[config.mk]
export PLATFORM = sky130hd
export DESIGN_NAME = spi_sclk_engine
export DESIGN_NICKNAME = d
export VERILOG_FILES = /design/src/rtl/spi_sclk_engine.sv
export SDC_FILE = /design/constraint.sdc
export NUM_CORES = 1
export LEC_CHECK = 0
export ABC_AREA = 0
export CAP_MARGIN = 20
export CORE_UTILIZATION = 55
export DETAILED_ROUTE_END_ITERATION = 12
export HOLD_SLACK_MARGIN = 0.03
export PLACE_DENSITY_LB_ADDON = 0.08
export SLEW_MARGIN = 20
export SYNTH_ARGS = -nofsm -noshare
export SYNTH_HDL_FRONTEND = slang
export SYNTH_SLANG_ARGS = --single-unit
[constraint.sdc]
create_clock -name system_clock -period 2.4 [get_ports system_clock]
set_input_delay 0.48 -clock system_clock [delete_from_list [all_inputs] [get_ports system_clock]]
set_output_delay 0.48 -clock system_clock [all_outputs]
set_load 0.01 [all_outputs]
[src/rtl/spi_sclk_engine.sv]
// spi_sclk_engine: SPI master clock and framing engine.
// Generates SPI_SCLK in all four CPOL/CPHA modes from a runtime half-period divider,
// frames the transfer with SPI_CS_N setup/hold guard times, counts completed bits and
// issues sample/shift strobes that line up with the corresponding SCLK edge.
//
// state  | meaning
// IDLE   | CS_N high, SCLK parked at the latched idle level, waiting for start
// SETUP  | CS_N low, waiting CS_SETUP clocks before the first half-period
// ACTIVE | half-period counter running, SCLK toggles at terminal count
// HOLD   | SCLK parked at cpol, CS_N still low for CS_HOLD clocks, then done
module spi_sclk_engine #(
    parameter int DIV_W    = 16,
    parameter int CNT_W    = 8,
    parameter int CS_SETUP = 2,
    parameter int CS_HOLD  = 2
) (
    input  logic             system_clock,
    input  logic             reset,
    input  logic             start,
    input  logic             abort,
    input  logic [DIV_W-1:0] half_div,
    input  logic             cpol,
    input  logic             cpha,
    input  logic [CNT_W-1:0] num_bits,
    output logic             busy,
    output logic             done,
    output logic             SPI_SCLK,
    output logic             SPI_CS_N,
    output logic             sample_stb,
    output logic             shift_stb,
    output logic [CNT_W-1:0] CLOCK_CYCLES
);

    localparam logic [1:0] S_IDLE   = 2'd0;
    localparam logic [1:0] S_SETUP  = 2'd1;
    localparam logic [1:0] S_ACTIVE = 2'd2;
    localparam logic [1:0] S_HOLD   = 2'd3;

    localparam logic [DIV_W-1:0] SETUP_TC = DIV_W'(CS_SETUP - 1);
    localparam logic [DIV_W-1:0] HOLD_TC  = DIV_W'(CS_HOLD - 1);

    logic [1:0]       state_q, state_d;
    logic [DIV_W-1:0] cnt_q, cnt_d;
    logic [DIV_W-1:0] half_div_q, half_div_d;
    logic [CNT_W-1:0] num_bits_q, num_bits_d;
    logic [CNT_W-1:0] ccnt_q, ccnt_d;
    logic [CNT_W:0]   edge_q, edge_d;
    logic [CNT_W:0]   edge_nxt, total_edges;
    logic             cpol_q, cpol_d, cpha_q, cpha_d;
    logic             sclk_q, sclk_d, csn_q, csn_d;
    logic             busy_q, busy_d, done_q, done_d;
    logic             sample_q, sample_d, shift_q, shift_d;
    logic             leading, final_edge;

    // Edge bookkeeping: edges are numbered from 1, odd numbers are leading edges.
    assign edge_nxt    = edge_q + 1'b1;
    assign total_edges = {num_bits_q, 1'b0};
    assign leading     = ~edge_q[0];
    assign final_edge  = (edge_nxt == total_edges);

    // Next-state logic for the framing FSM and all registered outputs.
    always_comb begin
        state_d    = state_q;
        cnt_d      = cnt_q;
        half_div_d = half_div_q;
        num_bits_d = num_bits_q;
        ccnt_d     = ccnt_q;
        edge_d     = edge_q;
        cpol_d     = cpol_q;
        cpha_d     = cpha_q;
        sclk_d     = sclk_q;
        csn_d      = csn_q;
        busy_d     = busy_q;
        done_d     = 1'b0;
        sample_d   = 1'b0;
        shift_d    = 1'b0;
        case (state_q)
            S_IDLE: begin
                sclk_d = cpol_q;
                csn_d  = 1'b1;
                if (start && (num_bits != '0)) begin
                    half_div_d = half_div;
                    num_bits_d = num_bits;
                    cpol_d     = cpol;
                    cpha_d     = cpha;
                    sclk_d     = cpol;
                    csn_d      = 1'b0;
                    busy_d     = 1'b1;
                    ccnt_d     = '0;
                    edge_d     = '0;
                    cnt_d      = '0;
                    state_d    = S_SETUP;
                end
            end
            S_SETUP: begin
                if (abort) begin
                    sclk_d  = cpol_q;
                    cnt_d   = '0;
                    state_d = S_HOLD;
                end else if (cnt_q == SETUP_TC) begin
                    cnt_d   = '0;
                    state_d = S_ACTIVE;
                end else begin
                    cnt_d = cnt_q + 1'b1;
                end
            end
            S_ACTIVE: begin
                // abort wins over a toggle due in the same cycle; that edge is dropped
                if (abort) begin
                    sclk_d  = cpol_q;
                    cnt_d   = '0;
                    state_d = S_HOLD;
                end else if (cnt_q == half_div_q) begin
                    cnt_d  = '0;
                    sclk_d = ~sclk_q;
                    edge_d = edge_nxt;
                    if (leading) begin
                        sample_d = ~cpha_q;
                        shift_d  = cpha_q;
                    end else begin
                        ccnt_d   = ccnt_q + 1'b1;
                        sample_d = cpha_q;
                        // in mode CPHA=0 there is no bit left to shift after the last edge
                        shift_d  = ~cpha_q & ~final_edge;
                    end
                    if (final_edge) begin
                        state_d = S_HOLD;
                    end
                end else begin
                    cnt_d = cnt_q + 1'b1;
                end
            end
            default: begin
                sclk_d = cpol_q;
                if (cnt_q == HOLD_TC) begin
                    cnt_d   = '0;
                    csn_d   = 1'b1;
                    done_d  = 1'b1;
                    busy_d  = 1'b0;
                    state_d = S_IDLE;
                end else begin
                    cnt_d = cnt_q + 1'b1;
                end
            end
        endcase
    end

    // State and output registers with synchronous reset.
    always_ff @(posedge system_clock) begin
        if (reset) begin
            state_q    <= S_IDLE;
            cnt_q      <= '0;
            half_div_q <= '0;
            num_bits_q <= '0;
            ccnt_q     <= '0;
            edge_q     <= '0;
            cpol_q     <= 1'b0;
            cpha_q     <= 1'b0;
            sclk_q     <= 1'b0;
            csn_q      <= 1'b1;
            busy_q     <= 1'b0;
            done_q     <= 1'b0;
            sample_q   <= 1'b0;
            shift_q    <= 1'b0;
        end else begin
            state_q    <= state_d;
            cnt_q      <= cnt_d;
            half_div_q <= half_div_d;
            num_bits_q <= num_bits_d;
            ccnt_q     <= ccnt_d;
            edge_q     <= edge_d;
            cpol_q     <= cpol_d;
            cpha_q     <= cpha_d;
            sclk_q     <= sclk_d;
            csn_q      <= csn_d;
            busy_q     <= busy_d;
            done_q     <= done_d;
            sample_q   <= sample_d;
            shift_q    <= shift_d;
        end
    end

    assign busy         = busy_q;
    assign done         = done_q;
    assign SPI_SCLK     = sclk_q;
    assign SPI_CS_N     = csn_q;
    assign sample_stb   = sample_q;
    assign shift_stb    = shift_q;
    assign CLOCK_CYCLES = ccnt_q;

endmodule

Word level (Yosys, flattened, before mapping)
Cells that the tools add are included.

Output and inout bits: 14. Input port bits: 30. Register bits after elaboration: 67. Word-level logic and storage cells: 90.

Equal/unequal tests: 13. Multiplexer cells: 37. Reduce and logical (&&, ||, !) cells: 16. Add/sub/neg operators: 3. Bitwise logic cells: 7.

Operators by type and width (number): 16-bit 2-to-1 mux (5); 16-bit case mux with 3 select lines (1); 8-bit 2-to-1 mux (4); 9-bit 2-to-1 mux (3); 9-bit case mux with 2 select lines (1); 16-bit by 1-bit adder with 16-bit output, second input constant (1); 16-bit by 1-bit == test with 1-bit output, second input constant (1); 16-bit == test (1); 8-bit case mux with 2 select lines (1); 2-bit 2-to-1 mux (7); 1-bit 2-to-1 mux (11); 2-bit != test, second input constant (5); 5-bit AND reduction (2); 9-bit by 1-bit adder with 9-bit output, second input constant (1); 9-bit == test (1); 3-bit != test, second input constant (3); 8-bit by 1-bit adder with 8-bit output, second input constant (1); 8-bit nonzero test (1); 4-bit OR reduction (2); 1-bit NOT (6); 2-bit case mux with 3 select lines (1); 2-bit AND reduction (3); 1-bit case mux with 2 select lines (2); 4-bit AND reduction (1); 10 further kinds (11).

Logic depth before layout (Yosys ltp)
Gate-level depths: netlist (run 1).

Depth after elaboration: 6. Depth in mapped cells: 10. Gate-level depth less buffers: 9.

Worst setup path after synthesis (run 1)
Ideal clock, no wire load.

Kind: register to register. From: register edge_q[0]. To: register state_q[0]. Clock period less this slack: 2228 ps. Arrival time: 2111 ps. Setup time: 117 ps. Buffers on the path: 0. Data required time: 2283 ps. Setup slack: 172 ps. Stages on the path, launching flop included: 9. Cells stage by stage: dfxtp_1 ha_1 nand3_1 or3_1 a211oi_1 o2111ai_1 a211oi_2 mux2i_1 nor2_1.

Longest elaborated chain between the ends: 4.

Ends and longest elaborated chain: start: declaration (RTL line 47) `logic [CNT_W:0] edge_q, edge_d;`; start signal: assignment (RTL line 171) `edge_q <= edge_d;`; 9-bit by 1-bit adder with 9-bit output (RTL line 56) `assign edge_nxt = edge_q + 1'b1;`; 9-bit == test (RTL line 59) `assign final_edge = (edge_nxt == total_edges);`; 3-bit != test (no source line); 5-bit AND reduction (no source line); end signal: assignment (RTL line 166) `state_q <= state_d;`; end: declaration (RTL line 42) `logic [1:0] state_q, state_d;`.

Every way passes these cells. A chain may end at the register's enable or synchronous reset.

Worst setup path after layout (run 1)
From: input port num_bits[6]. To: register cnt_q[6].

Longest elaborated chain between the ends: 3.

Ends and longest elaborated chain: start: declaration (RTL line 24) `input logic [CNT_W-1:0] num_bits,`; 8-bit nonzero test (RTL line 81) `if (start && (num_bits != '0)) begin`; 1-bit logical AND (RTL line 81); 2-bit != test (no source line); end signal: assignment (RTL line 167) `cnt_q <= cnt_d;`; end: declaration (RTL line 43) `logic [DIV_W-1:0] cnt_q, cnt_d;`.

Every way passes these cells.

==> results by group, run 1 <==
Synthesis
  • Largest family of logic cells by synthesized area: simple AND/OR/NAND/NOR gates
  • Cells after Synth: 426
  • Synth Warn #: 0
  • Post-synth design cell area: 3350 sq um
  • Asr flop ratio synth: 0
  • Syn_nets: 464
  • Synth Area in Simple Gates: 0.276
  • Synth Flop Type: dfxtp_1
  • Flops & latches, synth: 67
  • Syn avg cell area: 7.86 sq um
  • Synth cell types: 42
  • Adder-Cell Fraction of Synth Area: 0.0299
  • Post-synthesis sequential area ratio: 0.401
  • Compound-gate portion of the synthesized area: 0.141
  • Multiplexer share of the synthesized area: 0.00897
  • Post-synth EDFFs: 0
  • XOR/XNOR Fraction of Synth Area: 0.107

GRT
  • Largest net degree at the start of global routing: 31
  • GRT Total Usage: 0.261
  • GR Overflow Total: 0
  • Layer with the highest usage: met2
  • GR met1 Demand/Resource: 0.299
  • Initial antenna violation count: 0
  • First-pass GRT wire length: 12800 um
  • M3 GR Usage: 0.0446
  • Met2 Use GR: 0.464
  • Vias in the first global route: 2886

Routing
  • Pre-antenna DRT Iters: 4
  • DRT Wirelength: 7770 um
  • Routed Antenna Nets: 0
  • DR iter-0 viols: 173
  • Via density per instance: 5.49
  • DR vias: 3135
  • # DRC: 0
  • Routed WL per cell: 13.6 um

Setup path
  • Setup crit start kind: primary input
  • Largest stage delay, worst path: 0.58 ns
  • Delay-heaviest family, CP: simple AND/OR/NAND/NOR gates
  • Worst path required time: 2.63 ns
  • WS Path Type: primary input to flip-flop
  • Crit path max fanout: 5
  • Worst path bufs/invs: 2
  • Worst path cell trace: clkdlybuf4s50_1 -> or4_1 -> o21ai_4 -> nand2_1 -> nand4_1 -> buf_4 -> xor2_1 -> nor2_1
  • Critical Path AT: 2.49 ns
  • Crit end category: flip-flop
  • Slowest-stage cell, CP: or4_1

Die
  • Die ar.: 6400 sq um
  • Die width: 80.0 um
  • Initial Util: 0.569
  • Core area: 5890 sq um
  • Rows: 28
  • Die Y: 80.0 um
  • I/O pins: 44

Layout
  • Share of cells above drive strength 1: 0.123
  • Nets: 530
  • Antenna diode count: 0
  • Finished Layout Cells: 571
  • Layout area overhead: 27.2%
  • Final Cell Area: 4260 sq um

CTS
  • Clk Latency, worst-skew pair: 0.34 ns
  • CTS root buf: clkbuf_8
  • TritonCTS clock tree: done
  • H-tree depth: 3
  • CTS hold repair buffers: 0
  • CTS buffer count: 9
  • Clock sinks: 67
  • Max Buffers Root-to-Sink: 2
  • Worst-path clk slew: 0.06 ns

Run
  • Max Cap Viol: 0

STA
  • Fmax: 0.443 GHz
  • Slew HR: 0.639
  • Fin crit period: 2.26 ns
  • Clock Skews: 0.00755 ns
  • Final worst-path cycle share: 0.940
  • Final Hold Viols: 0
  • Worst-margin pin slew: 0.542 ns
  • Pins over their slew limit: 0
  • Final Setup Violations: 0

Place
  • Placed cells: 555
  • Buffers on Ports: 43
  • Cell area after placement: 4040 sq um
  • RD Place Congestion: 0.845
  • Dpl hpwl: 5610 um

Pwr
  • Pleak: 1.67 nW
  • Power per cell area: 832 nW/um^2
  • Peak VDD IR: 0.000486 V

Run status
  • Status: finished clean

Worst hold path
  • Hold crit path type: flip-flop to flip-flop
## synth_stat cells (2+ instances only)
master / number / area [sq um]
inv_1: 10 / 37.5
buf_2: 9 / 45.0
nand2_1: 85 / 319
ha_1: 8 / 100
a21oi_1: 47 / 235
nor2b_1: 2 / 12.5
nor3_1: 5 / 25.0
and3_1: 9 / 56.3
nand3_1: 9 / 45.0
dfxtp_1: 67 / 1340
xor2_1: 28 / 245
or2_2: 3 / 18.8
a211oi_1: 2 / 15.0
o21ai_0: 17 / 85.1
nor2_1: 35 / 131
nor3b_1: 2 / 15.0
and2_1: 3 / 18.8
a31oi_1: 2 / 12.5
xnor2_1: 13 / 114
or4_1: 3 / 22.5
a21o_1: 3 / 22.5
o21ai_2: 2 / 17.5
nand2b_1: 3 / 18.8
nor4_1: 8 / 50.1
or3_1: 13 / 81.3
mux2i_1: 3 / 30.0
nand3b_1: 3 / 22.5
nand4_1: 8 / 50.1
clkbuf_1: 11 / 41.3
## power breakdown
group          total [mW]  switching [mW]  leakage (nW)  internal, mW
clock network       0.855           0.404        0.0953         0.451
logic                1.36           0.756          1.03         0.605
registers            1.33          0.0950         0.545          1.23
total                3.54            1.26          1.67          2.29
## state kept, by name (all words and copies together), names as in the netlist
| name | cells |
|---|---|
| cpha_q | 1 |
| num_bits_q | 8 |
| CLOCK_CYCLES | 8 |
| state_q | 2 |
| done | 1 |
| SPI_CS_N | 1 |
| cnt_q | 16 |
| shift_stb | 1 |
| edge_q | 9 |
| cpol_q | 1 |
| SPI_SCLK | 1 |
| sample_stb | 1 |
| half_div_q | 16 |
| busy | 1 |
## worst reg2reg max path, delay by kind of cell, from the launching register on
| family | cells | cell delay [ns] |
|---|---|---|
| fa+ha+maj | 1 | 0.23 |
| simple gates | 3 | 0.55 |
| mux | 1 | 0.22 |
| compound gates | 3 | 0.77 |
| flops | 1 | 0.35 |
## cell type report
class	count	area [sq um]
Clock buffer	13	169
Fill cell	497	1630
Timing Repair Buffer	75	691
Tap cell	75	93.8
Inverter	10	37.5
Multi-Input combinational cell	329	1920
Clock inverter	2	10.0
Sequential cell	67	1340
## repair_timing
action,4_1_cts,5_1_grt
endpoints found under the setup margin,0,19
endpoints found under the hold margin,0,0
resized for setup,0,7
buffers inserted,0,1
## through the flow
| stage | hold slack, ns | TNS, ns | power, mW | utilization | setup WS, ns |
|---|---|---|---|---|---|
| after floorplan | 0.436 | 0 | 2.19 | - | 0.172 |
| after global placement | 0.444 | -4.27 | 2.63 | 0.686 | -0.195 |
| after detailed placement | 0.454 | -6.20 | 2.67 | 0.686 | -0.265 |
| after CTS | 0.471 | 0 | 3.52 | 0.717 | 0.0464 |
| after global routing | 0.487 | -0.00477 | 3.77 | 0.724 | -0.00477 |
| final | 0.469 | 0 | 3.54 | 0.724 | 0.143 |
## per-layer routing
layer | wire length, um | vias up
met5 | 0 | -
met4 | 182 | 0
met3 | 229 | 14
met2 | 3990 | 63
met1 | 3370 | 1469
li1 | - | 1589
## logic make-up after synthesis
logic type                 count (synthesis)
muxes                                      3
adders and majority gates                  8
buffers and inverters                     30
DFF                                       67
AOI/OAI and AO/OA                         82
xor gates and xnor gates                  41
and+or+nand+nor                          195
## worst paths after layout
check                        startpoint                    endpoint  slack [ns]  cells after the start
max                         num_bits[6]       cnt_q[6]$_SDFFE_PP0P_        0.14                      8
min          half_div_q[9]$_SDFFE_PP0P_  half_div_q[9]$_SDFFE_PP0P_        0.47                      2
max reg2reg      edge_q[0]$_SDFFE_PP0P_     state_q[1]$_SDFFE_PP0P_        0.15                      8
min reg2reg  half_div_q[9]$_SDFFE_PP0P_  half_div_q[9]$_SDFFE_PP0P_        0.47                      2
## placed cells by master (no fill, tap or decap), types with 5 or more instances in the layout
cell,netlist,routed
inv_1,10,10
clkdlybuf4s50_1,0,42
dfxtp_1,67,67
or3_1,13,13
a21oi_1,47,46
clkbuf_8,0,12
nor3_1,5,5
nor2_1,35,35
ha_1,8,7
nand3_1,9,9
o21ai_0,17,17
and3_1,9,9
nor4_1,8,8
buf_4,0,30
nand2_1,85,85
nand4_1,8,8
xnor2_1,13,13
xor2_1,28,28
No activity file was read; power rests on OpenSTA's default activity.
==> inputs of run 2 (changes only) <==
--- a/config.mk
+++ b/config.mk
@@ -8,6 +8,7 @@
 export ABC_AREA = 0
 export CAP_MARGIN = 20
 export CORE_UTILIZATION = 55
+export CTS_CLUSTER_SIZE = 10
 export DETAILED_ROUTE_END_ITERATION = 12
 export HOLD_SLACK_MARGIN = 0.03
 export PLACE_DENSITY_LB_ADDON = 0.08
==> results of run 2 <==
Same layout as run 1: the final DEF is identical, and so are final timing and power.
